File: src/rtl/hermes_local_injector.sv
// Packetizer feeding a Hermes router LOCAL port: header, size, then payload, under the router's credit flow control.
// Define HERMES_INJ_TIMESTAMP_EN to insert a cycle-count stamp flit after the size flit.
module hermes_local_injector #(
   parameter int FLIT_SIZE     = 32,
   parameter int SIZE_WIDTH    = 16,
   parameter int PKT_CNT_WIDTH = 16
) (
   input  logic                     clk_i,
   input  logic                     rst_i,
   input  logic                     cmd_valid_i,
   output logic                     cmd_ready_o,
   input  logic [15:0]              cmd_target_i,
   input  logic [SIZE_WIDTH-1:0]    cmd_size_i,
   input  logic                     pl_valid_i,
   output logic                     pl_ready_o,
   input  logic [FLIT_SIZE-1:0]     pl_data_i,
   output logic                     tx_o,
   input  logic                     credit_i,
   output logic [FLIT_SIZE-1:0]     data_o,
   output logic                     busy_o,
   output logic [PKT_CNT_WIDTH-1:0] pkt_sent_o
);

   // state     | meaning
   // S_IDLE    | waiting for a command
   // S_HEADER  | loading the header flit
   // S_SIZE    | loading the size flit
   // S_STAMP   | loading the timestamp flit (timestamp build only)
   // S_PAYLOAD | forwarding payload flits
   typedef enum logic [2:0] {
      S_IDLE,
      S_HEADER,
      S_SIZE,
      S_STAMP,
      S_PAYLOAD
   } state_t;

   state_t                   state_q;
   logic [15:0]              target_q;
   logic [SIZE_WIDTH-1:0]    size_q;
   logic [SIZE_WIDTH-1:0]    remaining_q;
   logic                     out_valid_q;
   logic                     out_last_q;
   logic [FLIT_SIZE-1:0]     out_data_q;
   logic [PKT_CNT_WIDTH-1:0] pkt_cnt_q;
   logic                     can_load;

`ifdef HERMES_INJ_TIMESTAMP_EN
   logic [31:0]           cycle_cnt_q;
   logic [31:0]           stamp_q;
   logic [SIZE_WIDTH:0]   size_plus1;

   // Extra bit so a maximum-length packet still reports its stamp flit.
   assign size_plus1 = {1'b0, size_q} + {{SIZE_WIDTH{1'b0}}, 1'b1};
`endif

   assign can_load    = !out_valid_q || credit_i;
   assign cmd_ready_o = (state_q == S_IDLE);
   assign pl_ready_o  = (state_q == S_PAYLOAD) && can_load;
   assign tx_o        = out_valid_q;
   assign data_o      = out_data_q;
   assign busy_o      = (state_q != S_IDLE) || out_valid_q;
   assign pkt_sent_o  = pkt_cnt_q;

   always_ff @(posedge clk_i) begin
      if (rst_i) begin
         state_q     <= S_IDLE;
         target_q    <= '0;
         size_q      <= '0;
         remaining_q <= '0;
         out_valid_q <= 1'b0;
         out_last_q  <= 1'b0;
         out_data_q  <= '0;
         pkt_cnt_q   <= '0;
`ifdef HERMES_INJ_TIMESTAMP_EN
         cycle_cnt_q <= '0;
         stamp_q     <= '0;
`endif
      end else begin
`ifdef HERMES_INJ_TIMESTAMP_EN
         cycle_cnt_q <= cycle_cnt_q + 32'd1;
`endif
         if (out_valid_q && credit_i && out_last_q) begin
            pkt_cnt_q <= pkt_cnt_q + PKT_CNT_WIDTH'(1);
         end
         // Held flit leaves (or slot was empty); a load below re-arms it.
         if (can_load) begin
            out_valid_q <= 1'b0;
         end

         case (state_q)
            S_IDLE: begin
               if (cmd_valid_i) begin
                  target_q    <= cmd_target_i;
                  size_q      <= cmd_size_i;
                  remaining_q <= cmd_size_i;
`ifdef HERMES_INJ_TIMESTAMP_EN
                  stamp_q     <= cycle_cnt_q;
`endif
                  state_q     <= S_HEADER;
               end
            end
            S_HEADER: begin
               if (can_load) begin
                  out_valid_q <= 1'b1;
                  out_data_q  <= FLIT_SIZE'(target_q);
                  out_last_q  <= 1'b0;
                  state_q     <= S_SIZE;
               end
            end
            S_SIZE: begin
               if (can_load) begin
                  out_valid_q <= 1'b1;
`ifdef HERMES_INJ_TIMESTAMP_EN
                  out_data_q  <= FLIT_SIZE'(size_plus1);
                  out_last_q  <= 1'b0;
                  state_q     <= S_STAMP;
`else
                  out_data_q  <= FLIT_SIZE'(size_q);
                  out_last_q  <= (size_q == '0);
                  state_q     <= (size_q == '0) ? S_IDLE : S_PAYLOAD;
`endif
               end
            end
`ifdef HERMES_INJ_TIMESTAMP_EN
            S_STAMP: begin
               if (can_load) begin
                  out_valid_q <= 1'b1;
                  out_data_q  <= FLIT_SIZE'(stamp_q);
                  out_last_q  <= (size_q == '0);
                  state_q     <= (size_q == '0) ? S_IDLE : S_PAYLOAD;
               end
            end
`endif
            S_PAYLOAD: begin
               if (pl_valid_i && can_load) begin
                  out_valid_q <= 1'b1;
                  out_data_q  <= pl_data_i;
                  out_last_q  <= (remaining_q == SIZE_WIDTH'(1));
                  remaining_q <= remaining_q - SIZE_WIDTH'(1);
                  if (remaining_q == SIZE_WIDTH'(1)) begin
                     state_q <= S_IDLE;
                  end
               end
            end
            default: state_q <= S_IDLE;
         endcase
      end
   end

endmodule

File: config.mk
export PLATFORM = sky130hd
export DESIGN_NAME = hermes_local_injector
export DESIGN_NICKNAME = d
export VERILOG_FILES = /design/src/rtl/hermes_local_injector.sv
export SDC_FILE = /design/constraint.sdc
export NUM_CORES = 1
export LEC_CHECK = 0
export BUFFER_PORTS_ARGS = -buffer_cell sky130_fd_sc_hd__buf_4
export CAP_MARGIN = 40
export CORE_UTILIZATION = 35
export CTS_BUF_LIST = sky130_fd_sc_hd__clkbuf_4
export DETAILED_ROUTE_END_ITERATION = 16
export SLEW_MARGIN = 40
export SYNTH_ARGS = -nofsm -noshare
export SYNTH_HDL_FRONTEND = slang
export SYNTH_SLANG_ARGS = --single-unit
File: constraint.sdc
create_clock -name clk_i -period 4.1 [get_ports clk_i]
set_input_delay 0.41 -clock clk_i [delete_from_list [all_inputs] [get_ports clk_i]]
set_output_delay 0.41 -clock clk_i [all_outputs]
set_load 0.01 [all_outputs]
==> results.py <==
metrics = {
    "sta": {
        "period_minus_slack_ps": 2913,
        "worst_pin_slew_ps": 812.6,
        "worst_slack_ps": 1187,
        "tns_ps": 0,
        "clock_skew_ps": 13.88,
        "holdWs_ps": 173.7,
        "hold_viol": 0,
        "final_max_slew_viol_count": 0,
        "finalCritPeriodShare": 0.7105,
        "clock.fmax_ghz": 0.3433,
        "finalSetupViolations": 0,
        "slew_headroom": 0.4583,
        "rsz0062_at_grt": "no",
    },
    "power_and_ir_drop": {
        "power_mw": 2.434,
        "peakVddDrop_mv": 0.1807,
        "p_leak_nw": 2.195,
        "power.density_nw_per_um2": 421.6,
    },
    "floorplan": {
        "ioPinCount": 121,
        "die_area_um2": 13640,
        "dieWidth_um": 116.8,
        "row_count": 41,
        "start_util": 0.3625,
        "coreArea_um2": 12720,
        "die_height_um": 116.8,
    },
    "detailed_routing": {
        "wirelength_mm": 13.78,
        "vias_per_cell": 5.493,
        "firstDrtPassIters": 5,
        "routedWlPerCell_um": 16.31,
        "drc_errors": 0,
        "drt_iter0_markers": 303,
        "vias": 4642,
        "ant_nets": 0,
    },
    "synthesis": {
        "synth_top_area_share": 0.4384,
        "ys_ff_latch": 101,
        "synthAdderAreaFrac": 0.008139,
        "ys_seq_area_frac": 0.4384,
        "synth_cell_types": 52,
        "synth_area_per_cell_um2": 8.035,
        "syn-num-nets": 646,
        "synth_top_family_by_area": "compound AO/OA/AOI/OAI gates",
        "yosysWarnings": 0,
        "synth_compound_area_frac": 0.2406,
        "synthMuxAreaShare": 0.006511,
        "synth_area_leaders": "dfxtp_1 (44%), a21oi_1 (9.3%), nand2_1 (8.4%), nand4_1 (3.5%), a311oi_1 (3.2%)",
        "synth_edf_count": 0,
        "synth_area_um2": 4612,
        "ys.flop_type": "dfxtp_1",
        "synth_common_cells": "nand2_1 (103), dfxtp_1 (101), a21oi_1 (86)",
        "synthXorXnorAreaFrac": 0.02089,
        "synth_most_common_cell": "nand2_1",
        "async_flop_share": 0,
        "yosys.area_share.simple": 0.2377,
        "synth_top_area_cell": "dfxtp_1",
        "synthCells": 574,
    },
    "setup_path": {
        "cpPeakStageDelay_ps": 640,
        "path_cells": "nor3b_2 > buf_4 > o2bb2ai_2 > buf_4 > a21oi_1 > a311oi_1",
        "critPathMaxFanout": 49,
        "crit_arrival_ps": 3290,
        "critPathRequiredTime_ps": 4480,
        "crit_top_cell": "buf_4",
        "path_class": "register to register",
        "crit_slowest_cell": "dfxtp_1",
        "start_kind": "register",
        "end_kind": "register",
    },
    "placed_design": {
        "hpwl_mm": 9.571,
        "dpl_cell_area_um2": 5649,
        "portBuffers": 120,
        "dp_slack_ps": 1278,
        "gp_congestion": 0.8056,
        "place_inst": 829,
    },
    "outcome": {
        "outcome": "finished, final reports clean",
    },
    "clock_tree": {
        "cts.hold.buffers_added": 0,
        "tritoncts": "built",
        "cts_resized": 0,
        "clockBufferDepth": 2,
        "clock_sink_count": 101,
        "clock_latency_ps": 460,
        "htreeDepth": 3,
        "postCtsSetupBuffers": 0,
        "path_clk_slew_ps": 160,
        "clock-root-buffer": "clkbuf_4",
        "cts_buffers": 9,
    },
    "cells_and_area": {
        "fillers": 1338,
        "area_delta_synth_final_pct": 25.18,
        "num_antenna_cells": 0,
        "final_util": 0.4538,
        "nets": 740,
        "drive_gt1_frac": 0.2363,
        "stdcell_count": 845,
        "final_area_um2": 5773,
    },
    "global_routing": {
        "grt_pass1_wl_mm": 21.45,
        "gr-total-overflow": 0,
        "grt_max_degree": 107,
        "grt_usage": 0.2031,
        "grt_antenna_before_repair": 0,
        "grt_pass1_vias": 4260,
    },
    "flow_run": {
        "maxCapViolCount": 0,
    },
    "min_path": {
        "hold_path.class": "input port to register",
    },
}
## metal layers
layer / GRT usage / up-vias / routed length [um]
met4: 0.04810 / 0 / 140
met5: 0 / - / 0
met3: 0.04428 / 11 / 869
li1: - / 2285 / -
met1: 0.2699 / 2201 / 6254
met2: 0.3361 / 145 / 6515
## final cells by class
cell class / instances / area (um^2) / share of cell area
Timing Repair Buffer: 130 / 979.7 / 0.1697
Inverter: 10 / 37.54 / 0.006502
Clock buffer: 10 / 75.07 / 0.01300
Tap cell: 172 / 215.2 / 0.03728
Sequential cell: 101 / 2022 / 0.3502
Clock inverter: 6 / 40.04 / 0.006935
Multi-Input combinational cell: 416 / 2404 / 0.4163
## cells in the final DEF (no fill, tap or decap), types with 4 or more instances in the layout
cell	count
a22oi_1	18
dfxtp_1	101
nor2b_1	4
a31oi_1	6
xnor2_1	6
nand2b_1	4
clkbuf_4	10
a21oi_1	86
inv_1	10
nor3_1	9
buf_4	129
a21o_1	5
o32ai_1	6
a311oi_1	17
nor2_1	20
xor2_1	5
nand2_1	103
nand4_1	26
nor4_1	8
o21ai_0	25
or4_1	6
o31a_1	4
nand3_1	12
## worst max-delay path, delay by kind of cell (launching register included)
kind            cells  cell delay [ps]
flops               1              640
buf+inv             2              910
compound gates      3              690
simple gates        1              580
## flip-flops by register name, indices dropped and copies added, names as in the netlist
signal	flops
tx_o	1
state_q	3
pkt_sent_o	16
remaining_q	16
size_q	16
out_last_q	1
data_o	32
target_q	16
## where the power goes
| part | total [mW] | switching [mW] | leakage (nW) | internal (mW) |
|---|---|---|---|---|
| clock network | 0.475 | 0.343 | 0.0678 | 0.131 |
| logic | 0.775 | 0.456 | 1.30 | 0.319 |
| registers | 1.18 | 0.0976 | 0.824 | 1.09 |
## worst paths after layout
path                                               start                        to  slack, ps  cells after the start
worst max-delay path             state_q[2]$_SDFFE_PP0P_    data_o[5]$_SDFFE_PP0P_       1190                      6
worst min-delay path                     cmd_target_i[4]  target_q[4]$_SDFFE_PP0P_        170                      3
worst max register to register   state_q[2]$_SDFFE_PP0P_    data_o[5]$_SDFFE_PP0P_       1190                      6
worst min register to register  target_q[3]$_SDFFE_PP0P_  target_q[3]$_SDFFE_PP0P_        470                      2
## kinds of logic (layout without fill, tap and decap cells)
logic type,after synthesis,count (layout)
AO/OA/AOI/OAI,180,180
buffers and inverters,57,156
flip-flops,101,101
AND/OR/NAND/NOR,219,219
multiplexers,3,3
adder cells (fa/ha/maj),3,3
XOR/XNOR,11,11
Power figures use the tool's default switching activity.
